<file path="config.mk">
export PLATFORM = sky130hd
export DESIGN_NAME = matrix_scan_driver
export DESIGN_NICKNAME = d
export VERILOG_FILES = /design/src/rtl/matrix_scan_driver.sv
export SDC_FILE = /design/constraint.sdc
export NUM_CORES = 1
export LEC_CHECK = 0
export ABC_AREA = 1
export CORE_MARGIN = 3
export CORE_UTILIZATION = 40
export CTS_BUF_LIST = sky130_fd_sc_hd__clkbuf_4 sky130_fd_sc_hd__clkbuf_8 sky130_fd_sc_hd__clkbuf_16
export DETAILED_ROUTE_END_ITERATION = 10
export GPL_TIMING_DRIVEN = 1
export PLACE_DENSITY = 0.74
export SETUP_SLACK_MARGIN = 0.5
export SKIP_CTS_REPAIR_TIMING = 1
export SYNTH_ARGS = -nofsm -noshare
export SYNTH_HDL_FRONTEND = slang
export SYNTH_SLANG_ARGS = --single-unit
</file>
<file path="constraint.sdc">
create_clock -name clock -period 6 [get_ports clock]
set_input_delay 1.8 -clock clock [delete_from_list [all_inputs] [get_ports clock]]
set_output_delay 1.8 -clock clock [all_outputs]
set_load 0.05 [all_outputs]
</file>
<file path="src/rtl/matrix_scan_driver.sv">
// ---------------------------------------------------------------------------
// matrix_scan_driver
//
// Scans an 8x8 bi-colour (red/green) LED matrix one row at a time. Each row
// is preceded by a blanking gap in which every LED is off, so row switching
// never lights a pixel in the wrong row. The frame maps are captured into
// shadow registers once per frame, at the start of row 0, so the picture
// never tears.
//
// Parameters:
//   DWELL_CYCLES  clock cycles each row is driven        (1..65535)
//   BLANK_CYCLES  clock cycles of blanking before a row  (1..65535)
//
// Ports:
//   clock         system clock, rising-edge active
//   reset         asynchronous, active-low reset
//   red_frame     red pixel map, bit r*8+c = row r, column c, 1 = lit
//   green_frame   green pixel map, same mapping as red_frame
//   display_en    1 = drive LEDs, 0 = force all LEDs off (scan keeps running)
//   red_driver    red column drive for the active row, 1 = on
//   green_driver  green column drive for the active row, 1 = on
//   row_sink      row select, active-low, 1 = row off
//   frame_done    one-cycle pulse at the end of each full 8-row scan
// ---------------------------------------------------------------------------
module matrix_scan_driver #(
    parameter int unsigned DWELL_CYCLES = 1024,
    parameter int unsigned BLANK_CYCLES = 16
) (
    input  logic        clock,
    input  logic        reset,
    input  logic [63:0] red_frame,
    input  logic [63:0] green_frame,
    input  logic        display_en,
    output logic [7:0]  red_driver,
    output logic [7:0]  green_driver,
    output logic [7:0]  row_sink,
    output logic        frame_done
);

    typedef enum logic {
        BLANK = 1'b0,
        DRIVE = 1'b1
    } state_t;

    localparam logic [15:0] BLANK_LAST = 16'(BLANK_CYCLES - 1);
    localparam logic [15:0] DWELL_LAST = 16'(DWELL_CYCLES - 1);

    state_t      state;
    state_t      state_next;
    logic [2:0]  row;
    logic [2:0]  row_next;
    logic [15:0] count;
    logic [15:0] count_next;
    logic [63:0] red_shadow;
    logic [63:0] red_shadow_next;
    logic [63:0] green_shadow;
    logic [63:0] green_shadow_next;

    logic [7:0]  red_driver_next;
    logic [7:0]  green_driver_next;
    logic [7:0]  row_sink_next;
    logic        frame_done_next;

    // Next-state and next-output logic. Outputs are derived from the current
    // (pre-edge) state and registered, so pins lag the state by one cycle.
    always_comb begin
        state_next        = state;
        row_next          = row;
        count_next        = count + 16'd1;
        red_shadow_next   = red_shadow;
        green_shadow_next = green_shadow;
        red_driver_next   = 8'h00;
        green_driver_next = 8'h00;
        row_sink_next     = 8'hFF;
        frame_done_next   = 1'b0;

        // The shadows only change at the very start of a frame, so a frame
        // is always displayed from one consistent snapshot.
        if (state == BLANK && row == 3'd0 && count == 16'd0) begin
            red_shadow_next   = red_frame;
            green_shadow_next = green_frame;
        end

        case (state)
            BLANK: begin
                if (count == BLANK_LAST) begin
                    state_next = DRIVE;
                    count_next = 16'd0;
                end
            end
            DRIVE: begin
                if (display_en) begin
                    red_driver_next   = red_shadow[{row, 3'b000} +: 8];
                    green_driver_next = green_shadow[{row, 3'b000} +: 8];
                    row_sink_next     = ~(8'd1 << row);
                end
                if (count == DWELL_LAST) begin
                    state_next      = BLANK;
                    count_next      = 16'd0;
                    row_next        = row + 3'd1;
                    frame_done_next = (row == 3'd7);
                end
            end
            default: begin
                state_next = BLANK;
                count_next = 16'd0;
            end
        endcase
    end

    // State, shadow and output registers.
    always_ff @(posedge clock or negedge reset) begin
        if (!reset) begin
            state        <= BLANK;
            row          <= 3'd0;
            count        <= 16'd0;
            red_shadow   <= 64'd0;
            green_shadow <= 64'd0;
            red_driver   <= 8'h00;
            green_driver <= 8'h00;
            row_sink     <= 8'hFF;
            frame_done   <= 1'b0;
        end else begin
            state        <= state_next;
            row          <= row_next;
            count        <= count_next;
            red_shadow   <= red_shadow_next;
            green_shadow <= green_shadow_next;
            red_driver   <= red_driver_next;
            green_driver <= green_driver_next;
            row_sink     <= row_sink_next;
            frame_done   <= frame_done_next;
        end
    end

endmodule

</file>
Word level (Yosys, flattened, before mapping)
Cells that the tools add are included.
{ "totals": {"regBits": 173, "inputBits": 131, "out_inout_bits": 25, "elab_cells": 38} }
{ "classes": {"add_sub_neg": 2, "eq_ne": 3, "shifts": 3, "mux": 14, "bitwise": 2, "n_reduce_logical": 5} }
{ "ops": {"columns": ["cell", "count"], "rows": [
  ["64-bit by 7-bit indexed part select with 8-bit output", 2],
  ["8-bit two-way mux", 6],
  ["16-bit two-way mux", 2],
  ["16-bit one-hot mux with 2 select lines", 1],
  ["16-bit by 1-bit adder with 16-bit output, second input constant", 1],
  ["16-bit by 10-bit == test with 1-bit output, second input constant", 1],
  ["16-bit by 4-bit == test with 1-bit output, second input constant", 1],
  ["16-bit zero test", 1],
  ["8-bit NOT", 1],
  ["1-bit by 3-bit << shifter with 8-bit output, first input constant", 1],
  ["1-bit two-way mux", 4],
  ["3-bit by 1-bit adder with 3-bit output, second input constant", 1],
  ["3-bit == test, second input constant", 1],
  ["3-bit zero test", 1],
  ["1-bit logical AND", 2],
  ["1-bit one-hot mux with 2 select lines", 1],
  ["2-bit AND reduction", 1],
  ["1-bit NOT", 1]
]} }

Longest topological paths before layout
Gate-level depths: netlist (run 1).
{ "depth": {"depth_word": 4, "mapped_depth": 11, "ltp_nobuf": 9} }

Least setup slack after synthesis (run 1)
No wires, ideal clock.
{ "synth_timing": {"kind": "reg-to-output", "start": "reg row_sink[0]", "end": "out row_sink[0]", "arrival_ns": 0.656, "required_time_ns": 4.200, "slack_ns": 3.544, "stages_incl_launch_ff": 1, "n_path_buf": 0, "cell_sequence": "dfstp_2"} }
{ "synth_rtl": {"columns": ["item", "line", "text"], "rows": [
  ["start, declared", "36", "output logic [7:0] row_sink,"],
  ["start signal, assigned", "131", "row_sink <= row_sink_next;"]
]} }
No word-level cell between the ends.

Worst setup path in the final report (run 1)
{ "layout_timing": {"start": "reg row[1]", "end": "reg green_shadow[44]"} }
{ "layout_between": {"elab_chain_cells": 3} }
{ "layout_lines": {"columns": ["item", "line", "text"], "rows": [
  ["start, declared", "50", "logic [2:0] row;"],
  ["start signal, assigned", "125", "row <= row_next;"],
  ["3-bit zero test", "79", "if (state == BLANK && row == 3'd0 && count == 16'd0) begin"],
  ["1-bit logical AND (2 in series)", "79", null],
  ["end signal, assigned", "128", "green_shadow <= green_shadow_next;"],
  ["end, declared", "56", "logic [63:0] green_shadow;"]
]} }
No other way between the ends.
A chain may end at the register's enable or synchronous reset.

==> results of run 1 <==
[how the worst max path moves through the flow]
stage                     slack, ns   startpoint          endpoint
after floorplan                3.54  row_sink[0]       row_sink[0]
after global routing           1.97       row[1]    red_shadow[43]
final                          2.30       row[1]  green_shadow[44]
after global placement         2.41       row[1]  green_shadow[38]
after CTS                      2.31       row[1]    red_shadow[58]
after detailed placement       2.33       row[1]    red_shadow[50]
[cell type report]
class | count | share of cell area
tap | 275 | 0.0318
sequential | 173 | 0.401
clock buffer | 19 | 0.0413
timing repair buffer | 165 | 0.150
clock inverter | 13 | 0.0141
multi-input combinational | 806 | 0.335
inverter | 76 | 0.0264
[cells in the final DEF (no fill, tap or decap), types with 2 or more instances in the layout]
cell type	synthesis	layout
a21oi_1	4	4
buf_4	11	10
bufinv_16	0	2
clkbuf_16	0	17
clkdlybuf4s50_1	0	154
clkinv_1	1	2
clkinvlp_4	0	5
dfrtp_1	165	163
dfrtp_2	0	2
dfstp_2	8	8
ha_1	8	8
inv_1	74	73
inv_6	0	4
nand2_1	406	406
nand3_1	56	55
nand4_1	134	134
nor2_1	150	149
nor2_4	1	3
nor3_1	3	3
o21ai_0	37	37
xor2_1	4	4
[cells by family after synthesis]
family | after synthesis | share of synthesized area
XOR/XNOR | 5 | 0.00504
flip-flops | 173 | 0.500
buffers and inverters | 161 | 0.0866
AO/OA/AOI/OAI | 42 | 0.0243
AND/OR/NAND/NOR | 751 | 0.373
adder cells (fa/ha/maj) | 8 | 0.0115
[cells in the mapped netlist]
cell      instances  area share
a21oi_1           4      0.0023
a31oi_1           1     0.00072
buf_1             9      0.0039
buf_2            49       0.028
buf_4            11      0.0095
buf_6             6      0.0078
clkbuf_1         10      0.0043
clkinv_1          1     0.00043
dfrtp_1         165        0.48
dfstp_2           8       0.024
ha_1              8       0.012
inv_1            74       0.032
inv_2             1     0.00043
nand2_1         406        0.18
nand3_1          56       0.032
nand4_1         134       0.097
nor2_1          150       0.065
nor2_2            1     0.00072
nor2_4            1      0.0013
nor3_1            3      0.0017
o21ai_0          37       0.021
xnor2_1           1      0.0010
xor2_1            4      0.0040
[routing by layer]
| metal | part of all wire | vias up | global-route usage |
|---|---|---|---|
| li1 | - | 3867 | - |
| met1 | 0.46 | 3656 | 0.290 |
| met2 | 0.46 | 226 | 0.319 |
| met3 | 0.057 | 42 | 0.0388 |
| met4 | 0.028 | 0 | 0.0723 |
| met5 | 0 | - | 0 |
[worst min-delay path: stages, from the launching register on]
cell,delay (ns)
dfrtp_1,0.34
nand2_1,0.06
nand2_1,0.05
[registers in the layout, summed over array words and instances, names as in the netlist, 3 cells and up]
| name | flops |
|---|---|
| red_driver | 8 |
| count | 16 |
| row_sink | 8 |
| red_shadow | 64 |
| row | 3 |
| green_shadow | 64 |
| green_driver | 8 |
[per-stage QoR]
stage          setup slack (ns)  hold WS (ns)  power, mW   util  cells
5_1_grt                    1.97         0.484       2.68  0.511   1527
6_report                   2.30         0.468       2.59  0.511   1527
3_3_place_gp               2.41         0.448       1.48  0.483   1495
2_1_floorplan              3.54         0.437       1.34      -   1140
4_1_cts                    2.31         0.470       2.60  0.511   1527
3_5_place_dp               2.33         0.453       1.49  0.483   1495
[power groups by stage]
stage               Sequential [mW]  Combinational, mW  Clock (mW)
detailed placement             1.26              0.224           0
floorplan                      1.28             0.0631           0
global placement               1.26              0.219           0
finish                         1.24              0.222        1.12
global route                   1.25              0.248        1.18
CTS                            1.24              0.225        1.13
==> flow_summary.json, run 1 <==
{
  "grt_usage": 0.205,
  "power_density_nw_per_um2": 239,
  "finalSetupViolCount": 0,
  "finClkSkew_ns": 0.0140,
  "end_kind": "register",
  "die_h_microns": 153,
  "drive_above_1_share": 0.0463,
  "path_delay_family": "simple AND/OR/NAND/NOR gates",
  "tritoncts": "yes",
  "cts.sinks": 173,
  "whs_endpoint": "green_shadow[14]",
  "ios": 156,
  "r2r_slack_ns": 2.30,
  "hold_viol_final": 0,
  "cts_max_path_buffers": 2,
  "timing.setup.tns_ns": 0,
  "switching_share": 0.239,
  "worstSetupStartpointType": "register",
  "cp_common_cell": "nand2_1",
  "yosys_warnings": 0,
  "required_ns": 6.31,
  "critPathSlowestCell": "nand3_4",
  "final_nets": 1378,
  "detail_route.iter0.violations": 617,
  "gp_congestion": 0.879,
  "seq_area_sq_um": 4340,
  "num_rows": 53,
  "nFillCells": 2029,
  "max_slew_margin": 0.180,
  "ys_ff_latch": 173,
  "grt_max_degree": 109,
  "drc": 0,
  "status": "completed",
  "placed_cell_area_sq_um": 10200,
  "synth-seq-area-share": 0.500,
  "viasPerCell": 5.10,
  "clkTransAtPathRegs_ns": 0.07,
  "clkPwrFrac": 0.433,
  "crit_buf_inv": 2,
  "portBuffers": 155,
  "worstHoldStart": "green_shadow[14]",
  "worstHoldPathCells": 2,
  "r2r_start": "row[1]",
  "regToRegEndpoint": "green_shadow[44]",
  "multi_input_area_sq_um": 3620,
  "p_comb_frac": 0.086,
  "finalMaxSlewViolations": 0,
  "min_period_ns": 3.70,
  "initial_utilization": 0.411,
  "avgRoutedWirePerCell_microns": 15.8,
  "crit_type": "register to register",
  "drt_wl_total_microns": 24100,
  "grt_pass1_vias": 7451,
  "antenna_found_initial": 0,
  "power.internal_mw": 1.97,
  "ir_drop_uv": 140,
  "crit_path_max_incr_delay_ns": 1.08,
  "fp.coreArea_sq_um": 21200,
  "cp_data_arrival_time_ns": 4.02,
  "crit_chain": "clkinv_1, ha_1, nand2_1, nor2_4, nand3_4, buf_4, nand2_1, nand2_1",
  "worstMarginPinSlew_ns": 1.23,
  "avgSynthCellArea_sq_um": 7.62,
  "syn-cell-area_sq_um": 8680,
  "synth_fp_nets": 1279,
  "clock.fmax_mhz": 270,
  "rsz0062_at_grt": "false",
  "via_count": 7791,
  "syn_inst": 1140,
  "drv_cap": 0,
  "grt_pass1_wl_microns": 39100,
  "postRouteAntennaNets": 0,
  "min_period_over_period": 0.617,
  "cts-root-buf": "clkbuf_16",
  "dieWidth_microns": 153,
  "yosysUniqueCellTypes": 23,
  "cts-htree-levels": 4,
  "place_hpwl_microns": 16000,
  "diodes": 0,
  "worstPathMaxFanout": 108,
  "design_area_sq_um": 10800,
  "hp-class": "register to register",
  "clk_latency_ns": 0.43,
  "switching_power_mw": 0.618,
  "seq_power_share": 0.481,
  "worst-path-stages": 8,
  "p_leak_nw": 5.32,
  "dieArea_sq_um": 23500,
  "drtPass1Iterations": 5,
  "cts_buffers": 17,
  "overflow": 0,
  "area_growth_pct": 24.5,
  "ff2ff_path_depth": 8
}
(Power assumes the default switching activity.)
==> run 2: changes to the inputs <==
--- a/config.mk
+++ b/config.mk
@@ -11,7 +11,7 @@
 export CTS_BUF_LIST = sky130_fd_sc_hd__clkbuf_4 sky130_fd_sc_hd__clkbuf_8 sky130_fd_sc_hd__clkbuf_16
 export DETAILED_ROUTE_END_ITERATION = 10
 export GPL_TIMING_DRIVEN = 1
-export PLACE_DENSITY = 0.74
+export PLACE_DENSITY = 0.76
 export SETUP_SLACK_MARGIN = 0.5
 export SKIP_CTS_REPAIR_TIMING = 1
 export SYNTH_ARGS = -nofsm -noshare
==> constraint.sdc (replaced) <==
create_clock -name clock -period 2.98 [get_ports clock]
set_input_delay 0.894 -clock clock [delete_from_list [all_inputs] [get_ports clock]]
set_output_delay 0.894 -clock clock [all_outputs]
set_load 0.05 [all_outputs]
==> run 2 against run 1 <==
- wire length rose by 3.4%
- worst setup slack worse by 1.6 ns
- combinational power rose by 110%
- via count up 1.0%
- sequential share of layout area fell by 0.60 points
- sequential power increased by 100%
- clock skew fell by 0.0033 ns
- cell count increased by 0.46%
==> flow_summary.json, run 2 (synthesis gave the netlist of run 1 again) <==
{
  "end_kind": "output pin",
  "post-place-ws_ns": 0.783,
  "cts-htree-levels": 4,
  "avgRoutedWirePerCell_microns": 16.2,
  "crit_path_max_incr_delay_ns": 0.52,
  "cp_data_arrival_time_ns": 1.39,
  "status": "completed",
  "clkPwrFrac": 0.434,
  "clkTransAtPathRegs_ns": 0.07,
  "switching_share": 0.243,
  "cts.sinks": 173,
  "critPathSlowestCell": "dfstp_2",
  "viasPerCell": 5.13,
  "grt_max_degree": 129,
  "crit_buf_inv": 1,
  "worstMarginPinSlew_ns": 0.952,
  "grt_pass1_wl_microns": 40300,
  "fin_ws_ns": 0.692,
  "portBuffers": 155,
  "dieArea_sq_um": 23500,
  "drv_cap": 0,
  "diodes": 0,
  "final_cells": 1534,
  "power_density_nw_per_um2": 476,
  "switching_power_mw": 1.27,
  "finClkSkew_ns": 0.0107,
  "num_rows": 53,
  "top_regs": "green_shadow: 64 flops, red_shadow: 64 flops, count: 16 flops",
  "via_count": 7872,
  "min_period_over_period": 0.768,
  "drive_above_1_share": 0.0516,
  "crit_type": "register to output pin",
  "final_cell_mix": "nand2_1 (406), dfrtp_1 (163), nor2_1 (149)",
  "drt_wl_total_microns": 24900,
  "dieWidth_microns": 153,
  "place_hpwl_microns": 16200,
  "finalSetupViolCount": 0,
  "overflow": 0,
  "p_comb_frac": 0.088,
  "power.internal_mw": 3.96,
  "cts_max_path_buffers": 2,
  "clock.fmax_mhz": 437,
  "drtPass1Iterations": 6,
  "initial_utilization": 0.411,
  "seq_power_share": 0.478,
  "cts_buffers": 17,
  "grt_pass1_vias": 7616,
  "timing.setup.tns_ns": 0,
  "max_slew_margin": 0.365,
  "required_ns": 2.09,
  "finalPower_mw": 5.23,
  "layout_commonest_cell": "nand2_1",
  "min_period_ns": 2.29,
  "detail_route.iter0.violations": 564,
  "crit_chain": "dlymetal6s2s_1",
  "fp.coreArea_sq_um": 21200,
  "rsz0062_at_grt": "false",
  "worstSetupStartpointType": "register",
  "drc": 0,
  "whs_ns": 0.390,
  "ir_drop_uv": 323,
  "hold_viol_final": 0,
  "grt_usage": 0.212,
  "postRouteAntennaNets": 0,
  "final_nets": 1386,
  "cts-root-buf": "clkbuf_16",
  "area_growth_pct": 26.5,
  "ios": 156,
  "p_leak_nw": 5.62,
  "clk_latency_ns": 0.43,
  "gp_congestion": 0.787,
  "worstPathMaxFanout": 1,
  "finalMaxSlewViolations": 0,
  "antenna_found_initial": 1,
  "hp-class": "input pin to async pin",
  "die_h_microns": 153,
  "path_delay_family": "flip-flops",
  "place_inst": 1503,
  "tritoncts": "yes"
}
## run 2: cell count changes in the layout (fill, tap and decap cells not counted), sizes merged
cell,delta
inv,+2
clkinv,-1
dlymetal6s2s,+25
buf,+8
clkbuf,-1
clkdlybuf4s50,-25
clkinvlp,-1
## run 2: final timing paths
path | endpoint | startpoint | slack [ns] | cells after the start
max | row_sink[5] | row_sink[5] | 0.69 | 1
min | row[2] | reset | 0.39 | 1
max reg2reg | red_shadow[30] | count[10] | 0.83 | 7
min reg2reg | green_shadow[25] | green_shadow[25] | 0.47 | 2
max in group asynchronous | row_sink[0] | reset | 1.87 | 2
min in group clock | green_shadow[25] | green_shadow[25] | 0.47 | 2
## run 2: power by group through the flow
stage                     Clock [mW]  Sequential (mW)  Combinational [mW]
after floorplan                    0             2.57               0.127
after global placement             0             2.54               0.458
after detailed placement           0             2.54               0.465
after CTS                       2.30             2.50               0.468
after global routing            2.42             2.51               0.511
final                           2.27             2.50               0.459
## run 2: routing by layer
metal,track usage,vias up,share of wire
li1,-,3876,-
met1,0.292,3723,0.45
met2,0.343,250,0.48
met3,0.0490,21,0.060
met4,0.0475,2,0.012
met5,0,-,0.00052
## run 2: area by class of cell
class / instances / area (sq um)
fillers: 2001 / 10200
flip-flops and latches: 173 / 4340
multi-input cells: 806 / 3620
repair buffers: 173 / 1800
clock buffers: 18 / 439
well taps: 275 / 344
inverters: 76 / 285
clock inverters: 13 / 153
## run 2: stage by stage
stage / util / cell area, sq um
global route: 0.519 / 11000
global placement: 0.488 / 10300
CTS: 0.516 / 10900
floorplan: - / 8680
detailed placement: 0.488 / 10300
finish: 0.519 / 11000
==> run 3: changes to the inputs <==
==> constraint.sdc (replaced) <==
create_clock -name clock -period 2 [get_ports clock]
set_input_delay 0.6 -clock clock [delete_from_list [all_inputs] [get_ports clock]]
set_output_delay 0.6 -clock clock [all_outputs]
set_load 0.05 [all_outputs]
==> run 3 against run 2 <==
- sequential cell count is the same
- core utilization rose by 9.5 points
- first-iteration DRC count increased by 140%
- largest cell class unchanged
- non-clock buffer count increased by 73
- largest power group is now the clock network
- via count rose by 18%
- combinational power increased by 68%
- sequential share of layout area down 6.1 points
==> flow_summary.json, run 3 (synthesis gave the netlist of run 1 again) <==
{
  "hold_viol_final": 0,
  "tritoncts": "yes",
  "design_area_sq_um": 13000,
  "initial_utilization": 0.411,
  "place_hpwl_microns": 16700,
  "crit_type": "register to register",
  "num_rows": 53,
  "die_h_microns": 153,
  "portBuffers": 155,
  "clk_latency_ns": 0.44,
  "viasPerCell": 5.79,
  "final_cells": 1609,
  "dieWidth_microns": 153,
  "via_count": 9322,
  "cts-root-buf": "clkbuf_16",
  "worstMarginPinSlew_ns": 0.455,
  "avgRoutedWirePerCell_microns": 21.6,
  "cts_buffers": 17,
  "cts_max_path_buffers": 2,
  "grt_usage": 0.212,
  "top_regs": "green_shadow: 64 flops, red_shadow: 64 flops, count: 16 flops",
  "finalMaxSlewViolations": 0,
  "end_kind": "register",
  "layout_commonest_cell": "nand2_1",
  "status": "completed",
  "r2r_slack_ns": 0.26,
  "ios": 156,
  "required_ns": 2.32,
  "ir_drop_uv": 488,
  "fp.coreArea_sq_um": 21200,
  "max_slew_margin": 0.697,
  "ff2ff_path_depth": 8,
  "grt_max_degree": 94,
  "worstPathMaxFanout": 9,
  "drc": 0,
  "antenna_found_initial": 0,
  "timing.setup.tns_ns": 0,
  "detail_route.iter0.violations": 1344,
  "overflow": 0,
  "p_leak_nw": 6.25,
  "final_nets": 1459,
  "grt_pass1_wl_microns": 40300,
  "drtPass1Iterations": 6,
  "cts-htree-levels": 4,
  "place_inst": 1509,
  "drv_cap": 0,
  "rsz0062_at_grt": "true",
  "clock.fmax_mhz": 575,
  "hp-class": "input pin to async pin",
  "area_growth_pct": 49.6,
  "cts.sinks": 173,
  "cp_data_arrival_time_ns": 2.06,
  "min_period_ns": 1.74,
  "power_density_nw_per_um2": 642,
  "placed_cell_area_sq_um": 10500,
  "postRouteAntennaNets": 0,
  "dieArea_sq_um": 23500,
  "clkTransAtPathRegs_ns": 0.07,
  "drt_wl_total_microns": 34700,
  "final_cell_mix": "nand2_1 (335), dfrtp_1 (157), nand4_1 (134)",
  "finalSetupViolCount": 0,
  "drive_above_1_share": 0.207,
  "grt_pass1_vias": 7616,
  "nFillCells": 1617,
  "min_period_over_period": 0.870,
  "finClkSkew_ns": 0.0112,
  "whs_ns": 0.0683,
  "gp_congestion": 0.804,
  "worstSetupStartpointType": "register"
}
-- run 3: cell count changes in the layout (fill, tap and decap cells not counted), sizes merged --
cell / before / now
clkbuf: 18 / 46
diode: 0 / 1
clkinv: 2 / 5
bufinv: 2 / 5
inv: 81 / 76
buf: 19 / 91
clkinvlp: 4 / 2
dlymetal6s2s: 25 / 0
-- run 3: critical path: stages, from the launching register on --
cell       delay [ns]
dfrtp_2          0.44
nor2_4           0.13
nand3_2          0.09
nor2_4           0.24
nand3_4          0.20
buf_12           0.21
clkbuf_16        0.17
nand2_1          0.07
nand2_1          0.07
-- run 3: final timing paths --
kind                             startpoint                to
max                               count[10]  green_shadow[62]
min                                   reset   green_shadow[5]
max reg2reg                       count[10]  green_shadow[62]
min reg2reg                green_shadow[12]  green_shadow[12]
max in group asynchronous             reset   green_driver[0]
min in group clock         green_shadow[12]  green_shadow[12]
-- run 3: cell type report --
class | instances | area, sq um | share of cell area
Multi-Input combinational cell | 806 | 4110 | 0.317
Tap cell | 275 | 344 | 0.0265
Clock inverter | 12 | 209 | 0.0161
Antenna cell | 1 | 2.50 | 0.000193
Sequential cell | 173 | 4350 | 0.335
Inverter | 76 | 295 | 0.0227
Clock buffer | 20 | 467 | 0.0359
Timing Repair Buffer | 246 | 3210 | 0.247
-- run 3: power by group --
group          switching (mW)  internal [mW]  leakage [nW]
Sequential              0.110           3.65          2.05
Clock                    1.48           2.33         0.323
Combinational           0.377          0.396          3.88
Total                    1.97           6.38          6.25
-- run 3: metrics by stage --
stage	setup slack [ns]	total power, mW	util
after global routing	0.213	8.55	0.614
after floorplan	0.406	4.02	-
after detailed placement	0.201	4.49	0.497
after global placement	0.249	4.48	0.497
final	0.259	8.35	0.614
after CTS	0.205	8.22	0.529
-- run 3: layer usage --
metal | wire, microns | part of all wire | track usage | up-vias
met3 | 4240 | 0.12 | 0.0487 | 147
li1 | - | - | - | 4045
met5 | 0 | 0 | 0 | -
met1 | 12800 | 0.37 | 0.305 | 4399
met4 | 1470 | 0.042 | 0.0484 | 0
met2 | 16200 | 0.47 | 0.327 | 731
